**config.mk**
```make
export PLATFORM = sky130hd
export DESIGN_NAME = alu_arbiter
export DESIGN_NICKNAME = d
export VERILOG_FILES = /design/src/rtl/alu_arbiter_pkg.sv /design/src/rtl/alu_arbiter_rr_arbiter.sv /design/src/rtl/alu_arbiter.sv
export SDC_FILE = /design/constraint.sdc
export NUM_CORES = 1
export LEC_CHECK = 0
export ABC_AREA = 1
export CAP_MARGIN = 40
export CORE_MARGIN = 2
export CORE_UTILIZATION = 35
export DETAILED_ROUTE_END_ITERATION = 10
export HOLD_SLACK_MARGIN = 0.08
export PLACE_DENSITY = 0.74
export SLEW_MARGIN = 40
export SYNTH_ARGS = -nofsm -noshare
export SYNTH_HDL_FRONTEND = slang
export SYNTH_HIERARCHICAL = 1
export SYNTH_SLANG_ARGS = --single-unit
```
**constraint.sdc**
```tcl
create_clock -name clk_w_i -period 2.2 [get_ports clk_w_i]
set_input_delay 0.44 -clock clk_w_i [delete_from_list [all_inputs] [get_ports clk_w_i]]
set_output_delay 0.44 -clock clk_w_i [all_outputs]
set_load 0.02 [all_outputs]
```
**src/rtl/alu_arbiter_pkg.sv**
```systemverilog
// Shared definitions for the ALU arbiter: ALU op codes, FSM state
// encodings and the illegal op code list (used when ALU_ARB_ILLEGAL_OP_CHK_EN
// is defined).
package alu_arbiter_pkg;

  localparam logic [3:0] ALU_ADD  = 4'b0000;
  localparam logic [3:0] ALU_SLL  = 4'b0001;
  localparam logic [3:0] ALU_SLT  = 4'b0010;
  localparam logic [3:0] ALU_SLTU = 4'b0011;
  localparam logic [3:0] ALU_XOR  = 4'b0100;
  localparam logic [3:0] ALU_SRL  = 4'b0101;
  localparam logic [3:0] ALU_OR   = 4'b0110;
  localparam logic [3:0] ALU_AND  = 4'b0111;
  localparam logic [3:0] ALU_SUB  = 4'b1000;
  localparam logic [3:0] ALU_SRA  = 4'b1101;

  // Op codes the ALU leaves undefined unless force-add overrides them
  localparam logic [3:0] ALU_ILLEGAL_OP0 = 4'b1100;
  localparam logic [3:0] ALU_ILLEGAL_OP1 = 4'b1110;

  typedef enum logic [1:0] {
    ST_IDLE = 2'b00,
    ST_EXEC = 2'b01,
    ST_RESP = 2'b10
  } arb_state_e;

  function automatic logic is_illegal_op(input logic [3:0] op);
    return (op == ALU_ILLEGAL_OP0) || (op == ALU_ILLEGAL_OP1);
  endfunction

endpackage

```
**src/rtl/alu_arbiter_rr_arbiter.sv**
```systemverilog
// Combinational round-robin arbiter: searches from ptr+1 (mod NUM_REQ)
// and returns the first active request as a one-hot grant plus its index.
module rr_arbiter
  import alu_arbiter_pkg::*;
#(
  parameter int NUM_REQ = 2,
  parameter int ID_W    = 1
) (
  input  logic [NUM_REQ-1:0] req,
  input  logic [ID_W-1:0]    ptr,
  output logic [NUM_REQ-1:0] grant,
  output logic [ID_W-1:0]    grant_idx,
  output logic               grant_any
);

  // Two ordered passes: indices above ptr first, then wrap around from 0
  always_comb begin
    grant_any = 1'b0;
    grant_idx = '0;
    for (int i = 0; i < NUM_REQ; i++) begin
      if (!grant_any && req[i] && (i > int'(ptr))) begin
        grant_any = 1'b1;
        grant_idx = ID_W'(i);
      end
    end
    for (int i = 0; i < NUM_REQ; i++) begin
      if (!grant_any && req[i]) begin
        grant_any = 1'b1;
        grant_idx = ID_W'(i);
      end
    end
    grant = grant_any ? (NUM_REQ'(1) << grant_idx) : '0;
  end

endmodule

```
**src/rtl/alu_arbiter.sv**
```systemverilog
// Shares one RV32 ALU between NUM_REQ requesters with round-robin grant,
// latched operands and a registered, id-tagged valid/ready response.
// Optional macro ALU_ARB_ILLEGAL_OP_CHK_EN adds rsp_err_w_o and zeroes the
// result of illegal op codes.
module alu_arbiter
  import alu_arbiter_pkg::*;
#(
  parameter int NUM_REQ = 2,
  parameter int ID_W    = 1
) (
  input  logic                  clk_w_i,
  input  logic                  rst_n_w_i,
  input  logic [NUM_REQ-1:0]    req_valid_w_i,
  output logic [NUM_REQ-1:0]    req_ready_w_o,
  input  logic [32*NUM_REQ-1:0] req_a_data_w_i,
  input  logic [32*NUM_REQ-1:0] req_b_data_w_i,
  input  logic [4*NUM_REQ-1:0]  req_alu_control_w_i,
  input  logic [NUM_REQ-1:0]    req_sub_flag_w_i,
  input  logic [NUM_REQ-1:0]    req_force_add_w_i,
  output logic [31:0]           alu_a_data_w_o,
  output logic [31:0]           alu_b_data_w_o,
  output logic [3:0]            alu_control_w_o,
  output logic                  alu_addi_sub_flag_w_o,
  output logic                  alu_store_force_add_flag_w_o,
  input  logic [31:0]           alu_res_w_i,
  output logic                  rsp_valid_w_o,
  input  logic                  rsp_ready_w_i,
  output logic [31:0]           rsp_data_w_o,
  output logic [ID_W-1:0]       rsp_id_w_o
`ifdef ALU_ARB_ILLEGAL_OP_CHK_EN
  ,
  output logic                  rsp_err_w_o
`endif
);

  arb_state_e state_q, state_d;
  logic [ID_W-1:0]    rr_ptr_q;
  logic [NUM_REQ-1:0] grant;
  logic [ID_W-1:0]    grant_idx;
  logic               grant_any;
  logic               handshake;

  logic [31:0] sel_a, sel_b;
  logic [3:0]  sel_ctrl;
  logic        sel_sub, sel_force;

  logic [31:0]     a_q, b_q;
  logic [3:0]      ctrl_q;
  logic            sub_q, force_q;
  logic [ID_W-1:0] id_q;

  logic [31:0]     rsp_data_q;
  logic [ID_W-1:0] rsp_id_q;
  logic [31:0]     rsp_result;

  rr_arbiter #(
    .NUM_REQ(NUM_REQ),
    .ID_W   (ID_W)
  ) u_rr_arbiter (
    .req      (req_valid_w_i),
    .ptr      (rr_ptr_q),
    .grant    (grant),
    .grant_idx(grant_idx),
    .grant_any(grant_any)
  );

  // State register; reset aborts any in-flight operation immediately
  always_ff @(posedge clk_w_i or negedge rst_n_w_i) begin
    if (!rst_n_w_i) state_q <= ST_IDLE;
    else            state_q <= state_d;
  end

  // Next state and ready: only IDLE grants, and only to the round-robin winner
  always_comb begin
    state_d       = state_q;
    handshake     = 1'b0;
    req_ready_w_o = '0;
    case (state_q)
      ST_IDLE: begin
        if (grant_any && rst_n_w_i) begin
          req_ready_w_o = grant;
          handshake     = 1'b1;
          state_d       = ST_EXEC;
        end
      end
      ST_EXEC: state_d = ST_RESP;
      ST_RESP: if (rsp_ready_w_i) state_d = ST_IDLE;
      default: state_d = ST_IDLE;
    endcase
  end

  // Pick the winner's operand slices
  always_comb begin
    sel_a     = '0;
    sel_b     = '0;
    sel_ctrl  = '0;
    sel_sub   = 1'b0;
    sel_force = 1'b0;
    for (int i = 0; i < NUM_REQ; i++) begin
      if (grant_idx == ID_W'(i)) begin
        sel_a     = req_a_data_w_i[i*32 +: 32];
        sel_b     = req_b_data_w_i[i*32 +: 32];
        sel_ctrl  = req_alu_control_w_i[i*4 +: 4];
        sel_sub   = req_sub_flag_w_i[i];
        sel_force = req_force_add_w_i[i];
      end
    end
  end

  // Latch operands and advance the round-robin pointer on the handshake only
  always_ff @(posedge clk_w_i or negedge rst_n_w_i) begin
    if (!rst_n_w_i) begin
      a_q      <= '0;
      b_q      <= '0;
      ctrl_q   <= '0;
      sub_q    <= 1'b0;
      force_q  <= 1'b0;
      id_q     <= '0;
      rr_ptr_q <= ID_W'(NUM_REQ - 1);
    end else if (handshake) begin
      a_q      <= sel_a;
      b_q      <= sel_b;
      ctrl_q   <= sel_ctrl;
      sub_q    <= sel_sub;
      force_q  <= sel_force;
      id_q     <= grant_idx;
      rr_ptr_q <= grant_idx;
    end
  end

`ifdef ALU_ARB_ILLEGAL_OP_CHK_EN
  logic op_illegal;
  logic rsp_err_q;
  assign op_illegal = is_illegal_op(ctrl_q) && !force_q;
  assign rsp_result = op_illegal ? 32'h0 : alu_res_w_i;

  // Error flag is captured together with the result in EXEC
  always_ff @(posedge clk_w_i or negedge rst_n_w_i) begin
    if (!rst_n_w_i)               rsp_err_q <= 1'b0;
    else if (state_q == ST_EXEC)  rsp_err_q <= op_illegal;
  end

  assign rsp_err_w_o = rsp_err_q;
`else
  assign rsp_result = alu_res_w_i;
`endif

  // Capture the ALU result and owner id at the end of EXEC
  always_ff @(posedge clk_w_i or negedge rst_n_w_i) begin
    if (!rst_n_w_i) begin
      rsp_data_q <= '0;
      rsp_id_q   <= '0;
    end else if (state_q == ST_EXEC) begin
      rsp_data_q <= rsp_result;
      rsp_id_q   <= id_q;
    end
  end

  assign alu_a_data_w_o               = a_q;
  assign alu_b_data_w_o               = b_q;
  assign alu_control_w_o              = ctrl_q;
  assign alu_addi_sub_flag_w_o        = sub_q;
  assign alu_store_force_add_flag_w_o = force_q;

  assign rsp_valid_w_o = (state_q == ST_RESP);
  assign rsp_data_w_o  = rsp_data_q;
  assign rsp_id_w_o    = rsp_id_q;

endmodule

```
==> results of run 1 <==
-- state kept, by name, summed over array words and instances, names as in the netlist --
name                          count
alu_a_data_w_o                   32
alu_addi_sub_flag_w_o             1
alu_b_data_w_o                   32
alu_control_w_o                   4
alu_store_force_add_flag_w_o      1
id_q                              1
rr_ptr_q                          1
rsp_data_w_o                     32
rsp_id_w_o                        1
state_q                           2
-- power groups by stage --
stage	sequential, mW	clock [mW]	combinational, mW
2_1_floorplan	4.37	0	1.28
3_3_place_gp	3.31	0	4.85
3_5_place_dp	3.34	0	4.88
4_1_cts	3.33	1.56	4.89
5_1_grt	3.43	1.64	5.24
6_report	3.32	1.51	4.82
-- cell families (layout without fill, tap and decap cells) --
family | after synthesis | after routing | synth area share [%]
AO/OA/AOI/OAI | 4 | 4 | 0.3988
buffers and inverters | 50 | 325 | 5.212
flip-flops | 107 | 107 | 53.39
AND/OR/NAND/NOR | 534 | 534 | 41.00
-- timing repair --
action / 4_1_cts / 5_1_grt
setup buffers: 0 / 0
setup endpoints to repair: 2 / 0
resized for setup: 2 / 0
-- layout by cell type, fill, tap and decap left out --
cell type,count
a21oi_4,1
buf_4,13
buf_12,4
clkbuf_1,1
buf_6,1
inv_1,6
nand2_1,494
nor2_1,3
clkinvlp_4,4
clkdlybuf4s50_1,279
a21oi_1,2
nand3_1,34
clkbuf_16,9
clkinv_4,1
dfrtp_1,106
o21ai_0,1
dfstp_2,1
clkbuf_8,1
nor2_2,1
inv_2,4
dlygate4sd2_1,2
nor2_4,1
nand2_2,1
-- routing by layer --
layer / vias up / track usage (%) / wire length [µm]
met2: 190 / 34.58 / 7537
met1: 2317 / 24.24 / 6264
met5: - / 0 / 0
li1: 2636 / - / -
met4: 0 / 8.878 / 434
met3: 29 / 6.181 / 1345
-- path summary, 6_finish.rpt --
path / startpoint / to / cells past startpoint
worst max-delay path: req_valid_w_i[1] / req_ready_w_o[0] / 8
worst min-delay path: rst_n_w_i / rsp_data_w_o[25] / 2
worst max register to register: state_q[1] / alu_a_data_w_o[30] / 7
worst min register to register: rsp_data_w_o[1] / rsp_data_w_o[1] / 2
max in group asynchronous: rst_n_w_i / alu_b_data_w_o[17] / 3
min in group clk_w_i: rsp_data_w_o[1] / rsp_data_w_o[1] / 2
-- cell type report --
type / instances / area, µm² / area share, %
clock buffers: 11 / 242.7 / 2.920
clock inverters: 5 / 38.79 / 0.4666
inverters: 10 / 37.54 / 0.4515
multi-input cells: 538 / 2091 / 25.15
flip-flops and latches: 107 / 2679 / 32.22
well taps: 180 / 225.2 / 2.709
repair buffers: 299 / 2999 / 36.08
-- critical path: stages --
cell             delay, ns
clkdlybuf4s50_1       0.48
inv_1                 0.07
nand2_1               0.07
nand2_1               0.07
inv_2                 0.06
nand2_2               0.05
nor2_1                0.09
dlygate4sd2_1         0.35
-- per-stage QoR --
step                cells  power (mW)  hold slack [ns]
finish               1150       9.651           0.1991
global route         1150       10.32           0.2459
CTS                  1150       9.778           0.2172
detailed placement   1134       8.221           0.4572
global placement     1134       8.162           0.4529
floorplan             695       5.650           0.1444
==> metrics.log, run 1 <==
INFO  metric run_status = finished, final reports clean
INFO  metric clock_slew_at_the_register_clock_pins_of_the_worst_setup_and_hold_paths = 0.07 ns
INFO  metric cellLeakagePower = around 4.2 nW
INFO  metric max_clock_freq = between 0.4 and 0.5 GHz
INFO  metric yosys.area.top_type_share = between 50% and 60%
INFO  metric initial_core_util = roughly 36%
INFO  metric std_cell_rows = 43
INFO  metric min_period_over_period = 96.16%
INFO  metric async_flop_share = between 90% and 100%
INFO  metric route.final.wire_length = about 16000 µm
INFO  metric grt_max_degree = 73
INFO  metric grt_setup_unrepaired = no
INFO  metric fin_skew = ~0.0066 ns
INFO  metric globalRouteTotalUtil = 20.52%
INFO  metric critical_path_sink_type = output pin
INFO  metric post_synth_instance_area = 5017 µm²
INFO  metric drv_slew = 0
INFO  metric cp-start-kind = input pin
INFO  metric cts-root-buf = clkbuf_16
INFO  metric setup_viol = 0
INFO  metric cts-hold-fix-buffers = 0
INFO  metric final_core_utilization = slightly below 60%
INFO  metric wire_per_inst = 13.55 µm
INFO  metric die_footprint = about 15000 µm²
INFO  metric number_of_iterations_in_the_first_detailed_routing_pass = 6
INFO  metric clockPowerShare = around 16%
INFO  metric seq_power_share = around 34%
INFO  metric chipHeight = 123.7 µm
INFO  metric dp_hpwl = ~11000 µm
INFO  metric yosys_register_bits = roughly 110
INFO  metric vdd.ir_drop.worst = roughly 0.49 mV
INFO  metric grt_pass1_vias = approximately 4800
INFO  metric syn_avg_cell_area = between 7 and 8 µm²
INFO  metric crit_fanout = 3
INFO  metric antennaDiodeCount = 0
INFO  metric die_width = approximately 120 µm
INFO  metric max-slew-margin-rel = ~50%
INFO  metric final_area = approximately 8300 µm²
INFO  metric maxCapViolations = 0
INFO  metric data_required_critical_path = between 1.5 and 2 ns
INFO  metric remaining_global_route_overflow = 0
INFO  metric post-synth-top-count-cell = nand2_1
INFO  metric cts-buffers-inserted = 9
INFO  metric via_count = 5172
INFO  metric power_switching = approximately 3.8 mW
INFO  metric switching_share = 39.05%
INFO  metric synth_sequential_area_ratio = approximately 53%
INFO  metric finalWeightedCongestion = just over 0.8
INFO  metric dominantRegCellSynth = dfrtp_1
INFO  metric ys_types = 15
INFO  metric design.core.area = ~14000 µm²
INFO  metric drive_above_1_share = between 4 and 5%
INFO  metric ff2ff_setup_slack = around 0.62 ns
INFO  metric pwr-share-comb = 49.9%
INFO  metric totalNegativeSetupSlack = 0 ns
INFO  metric clock_latency = about 0.34 ns
INFO  metric route.detailed.vias_per_inst = around 4.5
INFO  metric hp-class = in -> async
INFO  metric drt_first_iter_violations = approximately 380
INFO  metric cts_max_level = 3
INFO  metric cts_buffer_depth = 2
INFO  metric place_ws = -0.1990 ns
INFO  metric synth_fp_nets = roughly 870
INFO  metric fillerInstances = 1285
INFO  metric worstMarginPinSlew = between 0.7 and 0.8 ns
INFO  metric syn_to_final_growth = 65.69%
INFO  metric setup_slack = 0.08441 ns
INFO  metric cts.sink_count = between 100 and 150
INFO  metric io_pins = about 280
INFO  metric synth_enable_flop_cells = 0
INFO  metric drc_errors = 0
INFO  metric hold_viol_final = 0
INFO  metric pwr_density_cell = between 1000 and 1500 nW/µm²
INFO  metric total_number_of_yosys_warnings = 6
INFO  metric global_route_wire_length_before_repair = 24140 µm
INFO  metric period_minus_slack = between 2 and 2.5 ns
INFO  metric postSynthCellCount = about 700
INFO  metric cts_tree = done
INFO  metric post_synth_most_frequent_cells = nand2_1 (495), dfrtp_1 (106), nand3_1 (34)
INFO  metric post-synth-top-area-cell = dfrtp_1
INFO  metric netlist_top_cells_area = dfrtp_1 (53%), nand2_1 (37%), nand3_1 (3.4%)
INFO  metric grt_antenna_before_repair = 0
INFO  metric p_int = 5.883 mW
INFO  metric place_area = about 8000 µm²
INFO  metric count_of_antenna_violating_nets_left_after_detailed_routing = 0
INFO  metric cp.arrival = roughly 1.7 ns
INFO  metric io_buffer_count = roughly 280
INFO  metric critical_path_class = in -> out
INFO  metric finish.net_count = about 1100
(Power assumes the default switching activity.)
==> inputs of run 2 (changes only) <==
--- a/config.mk
+++ b/config.mk
@@ -12,6 +12,8 @@
 export DETAILED_ROUTE_END_ITERATION = 10
 export HOLD_SLACK_MARGIN = 0.08
 export PLACE_DENSITY = 0.74
+export REMOVE_ABC_BUFFERS = 1
+export SKIP_LAST_GASP = 1
 export SLEW_MARGIN = 40
 export SYNTH_ARGS = -nofsm -noshare
 export SYNTH_HDL_FRONTEND = slang
==> run 2 against run 1 <==
Compared with the run above:
- core utilization shrank 0.063 points
- setup slack improved by 0.098 ns
- worst hold slack got worse by 0.032 ns
- combinational power about the same
- sequential share of layout area is essentially flat
- sequential cell count unchanged
- global-route usage up 0.93 points
- critical path depth did not move
- maximum frequency is 4.9% higher
- critical endpoint is now req_ready_w_o[1]
- highest routed layer unchanged
==> metrics.log, run 2 (synthesis results as in run 1) <==
INFO  metric number_of_iterations_in_the_first_detailed_routing_pass = 4 (-2)
INFO  metric layout.cells.most_common = nand2_1
INFO  metric maxCapViolations = 0 (unchanged)
INFO  metric clock_slew_at_the_register_clock_pins_of_the_worst_setup_and_hold_paths = 0.07 ns (about the same)
INFO  metric max-slew-margin-rel = 59.38% (+11 points)
INFO  metric min_period_over_period = 91.71% (-4.5 points)
INFO  metric pwr_density_cell = 1168 nW/µm² (+0.59%)
INFO  metric cts_max_level = 3 (unchanged)
INFO  metric hp-class = in -> async
INFO  metric grt_setup_unrepaired = no
INFO  metric initial_core_util = 36.01% (unchanged)
INFO  metric clock_latency = 0.34 ns (about the same)
INFO  metric cts.sink_count = 107 (unchanged)
INFO  metric period_minus_slack = 2.018 ns (-0.09803 ns)
INFO  metric chipHeight = 123.7 µm (unchanged)
INFO  metric cp.arrival = 1.58 ns (-0.10 ns)
INFO  metric grt_antenna_before_repair = 0 (unchanged)
INFO  metric drive_above_1_share = 4.536% (+0.21 points)
INFO  metric max_clock_freq = 0.4956 GHz (+4.9%)
INFO  metric crit_fanout = 4 (+1)
INFO  metric critical_path_sink_type = output pin
INFO  metric grt_pass1_vias = 4964 (+2.4%)
INFO  metric wire_per_inst = 14.11 µm (+4.1%)
INFO  metric layoutNonFillerInstCount = 1151 (+0.087%)
INFO  metric critical_path_class = in -> out
INFO  metric global_route_wire_length_before_repair = 25060 µm (+3.8%)
INFO  metric route.detailed.vias_per_inst = 4.549 (+1.1%)
INFO  metric route.final.wire_length = 16240 µm (+4.2%)
INFO  metric drc_errors = 0 (unchanged)
INFO  metric die_width = 123.7 µm (unchanged)
INFO  metric whs = 0.1669 ns (-0.03222 ns)
INFO  metric dp_hpwl = 11650 µm (+1.4%)
INFO  metric fin_skew = 0.006279 ns (-0.0002797 ns)
INFO  metric drv_slew = 0 (unchanged)
INFO  metric cts-buffers-inserted = 9 (unchanged)
INFO  metric top_library_cells_by_usage_in_the_layout_fill_and_taps_aside = nand2_1 (494), clkdlybuf4s50_1 (279), dfrtp_1 (106), nand3_1 (34), buf_4 (14)
INFO  metric cts-root-buf = clkbuf_16
INFO  metric count_of_antenna_violating_nets_left_after_detailed_routing = 0 (unchanged)
INFO  metric std_cell_rows = 43 (unchanged)
INFO  metric io_buffer_count = 282 (unchanged)
INFO  metric die_footprint = 15310 µm² (unchanged)
INFO  metric finish.net_count = 1142 (unchanged)
INFO  metric hold_viol_final = 0 (unchanged)
INFO  metric syn_to_final_growth = 65.51%
INFO  metric worstMarginPinSlew = 0.6093 ns (-0.1613 ns)
INFO  metric cp-start-kind = input pin
INFO  metric cts-hold-fix-buffers = 0 (unchanged)
INFO  metric via_count = 5236 (+1.2%)
INFO  metric io_pins = 283 (unchanged)
INFO  metric setup_viol = 0 (unchanged)
INFO  metric finalWeightedCongestion = 0.7682 (-6.1%)
INFO  metric data_required_critical_path = 1.76 ns (about the same)
INFO  metric cts_tree = done
INFO  metric cts_buffer_depth = 2 (unchanged)
INFO  metric vdd.ir_drop.worst = 0.4931 mV (+1.6%)
INFO  metric ff2ff_setup_slack = 0.60 ns (-0.02 ns)
INFO  metric number_of_placed_cells_counting_well_taps = 1134 (unchanged)
INFO  metric design_power_total = 9.697 mW (+0.48%)
INFO  metric cellLeakagePower = 4.230 nW (about the same)
INFO  metric drt_first_iter_violations = 213 (-44%)
INFO  metric remaining_global_route_overflow = 0 (unchanged)
INFO  metric design.core.area = 13930 µm² (unchanged)
INFO  metric globalRouteTotalUtil = 21.45% (+0.93 points)
INFO  metric grt_max_degree = 108 (+48%)
INFO  metric run_status = finished, final reports clean
[run 2: through the flow]
step	utilization (%)	worst slack, ns	cell area, µm²	TNS, ns
6_report	59.59	0.1824	8304	0
5_1_grt	59.58	0.08924	8302	0
4_1_cts	59.63	0.002440	8309	0
3_5_place_dp	57.63	-0.2712	8030	-0.4828
3_3_place_gp	57.63	-0.2216	8030	-0.4155
2_1_floorplan	-	-2.496	4793	-178.73
[run 2: worst max-delay path, cell delays in order]
cell and delay, ns:
clkdlybuf4s50_1 0.48, inv_1 0.07, nand2_1 0.08, nand2_1 0.08, inv_2 0.07, nand2_2 0.07, nor2_1 0.11, clkbuf_2 0.19
[run 2: worst paths after layout]
path | startpoint | endpoint | depth (start not counted)
worst max register to register | state_q[1] | alu_a_data_w_o[5] | 7
max in group asynchronous | rst_n_w_i | alu_a_data_w_o[14] | 2
worst min register to register | rsp_data_w_o[6] | rsp_data_w_o[6] | 2
min in group clk_w_i | rsp_data_w_o[6] | rsp_data_w_o[6] | 2
worst max-delay path | req_valid_w_i[1] | req_ready_w_o[1] | 8
worst min-delay path | rst_n_w_i | rsp_data_w_o[1] | 2
[run 2: power breakdown]
group / internal, mW / total, mW / switching, mW
combinational: 2.24 / 4.84 / 2.60
sequential: 2.84 / 3.33 / 0.486
clock: 0.827 / 1.53 / 0.706
total: 5.90 / 9.70 / 3.79
[run 2: area by class of cell]
class / instances / area, µm²
antenna: 1 / 2.502
tap: 180 / 225.2
clock buffer: 12 / 256.5
clock inverter: 4 / 25.02
fill: 1295 / 5630
inverter: 10 / 37.54
multi-input combinational: 538 / 2091
timing repair buffer: 299 / 2988
sequential: 107 / 2679
[run 2: what timing repair did]
action                                  4_1_cts  5_1_grt
gates resized for setup                       2        4
pin swaps                                     0        0
hold endpoints to repair                      0        0
setup buffers                                 0        0
endpoints found under the setup margin        2        2
cloned                                        0        0
[run 2: per-layer routing]
layer,vias up,global-route usage (%),share of wire [%]
li1,2628,-,-
met1,2357,24.15,39
met2,229,36.47,48
met3,22,8.242,11
met4,0,8.665,2.2
met5,-,0,0
==> inputs of run 3 (changes only) <==
--- a/config.mk
+++ b/config.mk
@@ -6,12 +6,13 @@
 export NUM_CORES = 1
 export LEC_CHECK = 0
 export ABC_AREA = 1
-export CAP_MARGIN = 40
+export CAP_MARGIN = 10
 export CORE_MARGIN = 2
 export CORE_UTILIZATION = 35
 export DETAILED_ROUTE_END_ITERATION = 10
 export HOLD_SLACK_MARGIN = 0.08
 export PLACE_DENSITY = 0.74
+export RECOVER_POWER = 100
 export REMOVE_ABC_BUFFERS = 1
 export SKIP_LAST_GASP = 1
 export SLEW_MARGIN = 40
==> run 3 against run 2 <==
Compared with the run above:
- first-iteration DRC count fell by 3.8%
- critical endpoint unchanged
- final cell count stayed put
- critical path depth is the same
- clock power about the same
- highest routed layer unchanged
- clock skew decreased by 0.00079 ns
- register-to-register slack got worse by 0.30 ns
- critical path type unchanged
- sequential power decreased by 2%
==> metrics.log, run 3 (synthesis results as in run 1) <==
INFO  metric io_buffer_count = 282 (unchanged)
INFO  metric worstRegToRegCells = 7 (unchanged)
INFO  metric pwr-share-comb = 48.3% (-1.6 points)
INFO  metric clock_latency = 0.34 ns (about the same)
INFO  metric cts.sink_count = 107 (unchanged)
INFO  metric drive_above_1_share = 4.124% (-0.41 points)
INFO  metric layout.area.seq = 2679 µm² (unchanged)
INFO  metric setup_slack = 0.1569 ns (-0.02551 ns)
INFO  metric cts_buffer_depth = 2 (unchanged)
INFO  metric fin_skew = 0.005489 ns (-0.0007905 ns)
INFO  metric die_footprint = 15310 µm² (unchanged)
INFO  metric cts-buffers-inserted = 9 (unchanged)
INFO  metric grt_pass1_vias = 4964 (unchanged)
INFO  metric critical_path_sink_type = output pin
INFO  metric grt_max_degree = 108 (unchanged)
INFO  metric clockPowerShare = 16.5% (+0.7 points)
INFO  metric dp_hpwl = 11650 µm (unchanged)
INFO  metric seq_power_share = 35.2% (+0.9 points)
INFO  metric count_of_antenna_violating_nets_left_after_detailed_routing = 0 (unchanged)
INFO  metric die_width = 123.7 µm (unchanged)
INFO  metric vdd.ir_drop.worst = 0.4853 mV (-1.6%)
INFO  metric whs = 0.4650 ns (+0.2981 ns)
INFO  metric cts_tree = done
INFO  metric finalWeightedCongestion = 0.7682 (unchanged)
INFO  metric top_library_cells_by_usage_in_the_layout_fill_and_taps_aside = nand2_1 (494), clkdlybuf4s50_1 (175), dfrtp_1 (106), dlygate4sd3_1 (104), nand3_1 (34)
INFO  metric totalNegativeSetupSlack = 0 ns (unchanged)
INFO  metric io_pins = 283 (unchanged)
INFO  metric drv_slew = 0 (unchanged)
INFO  metric worstMarginPinSlew = 1.451 ns (+0.8417 ns)
INFO  metric run_status = finished, final reports clean
INFO  metric layout.cells.most_common = nand2_1
INFO  metric drt_first_iter_violations = 205 (-3.8%)
INFO  metric place_ws = -0.2712 ns (unchanged)
INFO  metric cts-root-buf = clkbuf_16
INFO  metric min_period_over_period = 92.87% (+1.2 points)
INFO  metric route.detailed.vias_per_inst = 4.530 (-0.42%)
INFO  metric hold_viol_final = 0 (unchanged)
INFO  metric p_int = 5.574 mW (-5.6%)
INFO  metric pwr_density_cell = 1128 nW/µm² (-3.4%)
INFO  metric globalRouteTotalUtil = 21.45% (unchanged)
INFO  metric cellLeakagePower = 4.359 nW (+3.0%)
INFO  metric max_clock_freq = 0.4895 GHz (-1.2%)
INFO  metric cp-start-kind = input pin
INFO  metric hp-class = reg -> reg
INFO  metric syn_to_final_growth = 64.74%
INFO  metric multi_input_area = 2083 µm² (-0.36%)
INFO  metric std_cell_rows = 43 (unchanged)
INFO  metric initial_core_util = 36.01% (unchanged)
INFO  metric setup_viol = 0 (unchanged)
INFO  metric grt_setup_unrepaired = no
INFO  metric maxCapViolations = 0 (unchanged)
INFO  metric design.core.area = 13930 µm² (unchanged)
INFO  metric drc_errors = 0 (unchanged)
INFO  metric route.final.wire_length = 16170 µm (-0.44%)
INFO  metric global_route_wire_length_before_repair = 25060 µm (unchanged)
INFO  metric data_required_critical_path = 1.76 ns (about the same)
INFO  metric critical_path_class = in -> out
INFO  metric remaining_global_route_overflow = 0 (unchanged)
INFO  metric crit_fanout = 4 (unchanged)
INFO  metric max-slew-margin-rel = 3.267% (-56 points)
INFO  metric power_switching = 3.745 mW (-1.3%)
INFO  metric period_minus_slack = 2.043 ns (+0.02551 ns)
INFO  metric chipHeight = 123.7 µm (unchanged)
INFO  metric cts-hold-fix-buffers = 0 (unchanged)
INFO  metric wire_per_inst = 14.05 µm (-0.44%)
INFO  metric grt_antenna_before_repair = 0 (unchanged)
INFO  metric finish.net_count = 1142 (unchanged)
INFO  metric clock_slew_at_the_register_clock_pins_of_the_worst_setup_and_hold_paths = 0.07 ns (about the same)
INFO  metric number_of_iterations_in_the_first_detailed_routing_pass = 4 (unchanged)
INFO  metric switching_share = 40.19% (+1.1 points)
INFO  metric cp.arrival = 1.60 ns (+0.02 ns)
INFO  metric via_count = 5214 (-0.42%)
INFO  metric fillerInstances = 1303 (+0.62%)
INFO  metric cts_max_level = 3 (unchanged)
INFO  metric timing.hold.worst_path_depth = 2
[run 3: metrics by stage]
step	area [µm²]	power [mW]	std cells	utilization (%)
after floorplan	4793	5.563	655	-
after global placement	8030	8.172	1134	57.63
after detailed placement	8030	8.232	1134	57.63
after CTS	8309	9.815	1150	59.63
after global routing	8263	10.00	1150	59.30
final	8265	9.320	1151	59.32
[run 3: final timing paths]
kind / from / endpoint / slack [ns]
setup / recovery: req_valid_w_i[1] / req_ready_w_o[1] / 0.16
hold / removal: rsp_data_w_o[6] / rsp_data_w_o[6] / 0.47
setup reg to reg: state_q[1] / alu_a_data_w_o[5] / 0.30
hold reg to reg: rsp_data_w_o[6] / rsp_data_w_o[6] / 0.47
max in group asynchronous: rst_n_w_i / alu_b_data_w_o[11] / 0.58
min in group asynchronous: rst_n_w_i / alu_a_data_w_o[1] / 0.73
[run 3: layout make-up]
cell class / count / area share, %
Antenna cell: 1 / 0.03028
Clock buffer: 12 / 3.103
Clock inverter: 4 / 0.3028
Inverter: 10 / 0.4541
Multi-Input combinational cell: 538 / 25.20
Sequential cell: 107 / 32.41
Tap cell: 180 / 2.725
Timing Repair Buffer: 299 / 35.77
[run 3: critical path, stage by stage]
cell	delay, ns
clkdlybuf4s50_1	0.48
inv_1	0.07
nand2_1	0.08
nand2_1	0.07
inv_1	0.09
nand2_2	0.08
nor2_1	0.11
clkbuf_2	0.19
[run 3: repair_timing]
| action | in CTS | in global routing |
|---|---|---|
| setup buffers | 0 | 0 |
| endpoints found under the setup margin | 2 | 2 |
| gates resized for setup | 2 | 4 |
| pin swaps | 0 | 0 |
[run 3: power by group through the flow]
| stage | combinational, mW | sequential, mW | clock [mW] |
|---|---|---|---|
| 6_report | 4.50 | 3.28 | 1.53 |
| 5_1_grt | 4.94 | 3.40 | 1.66 |
| 4_1_cts | 4.90 | 3.33 | 1.58 |
| 3_5_place_dp | 4.90 | 3.34 | 0 |
| 3_3_place_gp | 4.85 | 3.32 | 0 |
| 2_1_floorplan | 1.17 | 4.39 | 0 |
[run 3: metal layers]
metal,GRT usage [%],vias to the layer above,share of wire (%)
li1,-,2638,-
met2,36.47,207,48
met5,0,-,0
met1,24.15,2349,39
met4,8.665,0,2.0
met3,8.242,20,11
==> RTL edit, RTL diff (config.mk and constraints of run 3) <==
Register the output `alu_addi_sub_flag_w_o` once more, cleared by the reset; this adds one clock of latency there. The other outputs are not delayed to match.
--- a/src/rtl/alu_arbiter.sv
+++ b/src/rtl/alu_arbiter.sv
@@ -161,3 +161,9 @@
   assign alu_control_w_o              = ctrl_q;
-  assign alu_addi_sub_flag_w_o        = sub_q;
+  always_ff @(posedge clk_w_i or negedge rst_n_w_i) begin
+    if (!rst_n_w_i) begin
+      alu_addi_sub_flag_w_o <= '0;
+    end else begin
+      alu_addi_sub_flag_w_o <= sub_q;
+    end
+  end
   assign alu_store_force_add_flag_w_o = force_q;
Function: changed (Yosys sat finds a counterexample within 4 cycles, from zero or initial values and one cycle with rst_n_w_i low).
==> RTL edit against run 3 <==
Wire length shrank 2.6%. Via count shrank 0.12%. Sequential cell count is 1 higher. Setup slack lost 0.051 ns. Maximum frequency is 2.4% lower. Count of clock-buffer cells in the layout is the same. Core utilization is 0.26 points higher. Cell area is 0.83% higher. Area after synthesis grew 0.50%. Total power is 1.0% higher. Sequential share of layout area about the same. Critical path depth stayed put. Combinational power is essentially flat. Die area rose by 0.48%. Critical path type unchanged. Largest power group unchanged. Highest routed layer unchanged.
==> RTL edit: results (changes against run 3) <==
| Metric | Value |
|---|---|
| Detail Route met3 WL | 1.67 mm (-5.8%) |
| CP startpoint | req_valid_w_i[0] |
| Layout Cells excl Fill | 1,152 (+0.087%) |
| Global Route Usage Sum | 20.5% (-0.99 points) |
| Met1 Use GR | 24.6% (+0.45 points) |
| Number of global-route vias before repair | 4,923 (-0.83%) |
| Worst R2R Start | state_q[0] |
| Status | complete, no violations |
| DR iter-0 viols | 310 (+51%) |
| GP Congestion | 0.795 (+3.4%) |
| # diodes | 0 (-1) |
| Top cells by count, synth | nand2_1, dfrtp_1, nand3_1, buf_2, clkbuf_1 |
| Worst Skew | 0.00383 ns (-0.00166 ns) |
| Internal reg-to-reg setup slack | 0.25 ns (-0.05 ns) |
| Metal-1 WL | 6.36 mm (+0.76%) |
| Mapped Cells | 696 (+0.14%) |
| Drt total wl | 15.7 mm (-2.6%) |
| Register area share after synthesis | 53.6% (+0.23 points) |
| Worst EP arrival | 1.65 ns (+0.05 ns) |
| Metal2 WL | 7.37 mm (-4.9%) |
| Vias | 5,208 (-0.12%) |
| Largest net degree at the start of global routing | 109 (+0.93%) |
| Pre-CTS setup slack | -0.198 ns (+0.0732 ns) |
| Fraction of final layout cells sized beyond drive strength 1 | 4.12% (-0.0085 points) |
| Setup ws final | 0.106 ns (-0.0509 ns) |
| Placed cell count | 1,136 (+0.18%) |
| Hold_sp | sub_q |
| Global-route wire length before repair | 24.4 mm (-2.7%) |
| Placed inst area | 0.00808 mm^2 (+0.56%) |
| Total Power | 9.41 mW (+1.0%) |
[RTL edit: repair_timing]
| action | in CTS | in global routing |
|---|---|---|
| setup endpoints to repair | 2 | 2 |
| hold buffers | 0 | 0 |
| gates resized for setup | 2 | 3 |
| gates cloned | 0 | 0 |
[RTL edit: cells by family after synthesis]
| kind of cell | count (synthesis) | share of synthesized area (%) |
|---|---|---|
| compound gates | 4 | 0.397 |
| buf+inv | 50 | 5.19 |
| simple gates | 534 | 40.8 |
| flops | 108 | 53.6 |
[RTL edit: critical path: cells and delay by family]
kind	cells	cell delay [ns]
and+or+nand+nor	4	0.29
buffers and inverters	4	0.92
[RTL edit: layout make-up]
cell class / instances / area, um^2
clock buffers: 12 / 246
clock inverters: 4 / 48.8
fillers: 1278 / 5650
inverters: 10 / 37.5
multi-input cells: 538 / 2090
flip-flops and latches: 108 / 2700
well taps: 180 / 225
repair buffers: 300 / 2980
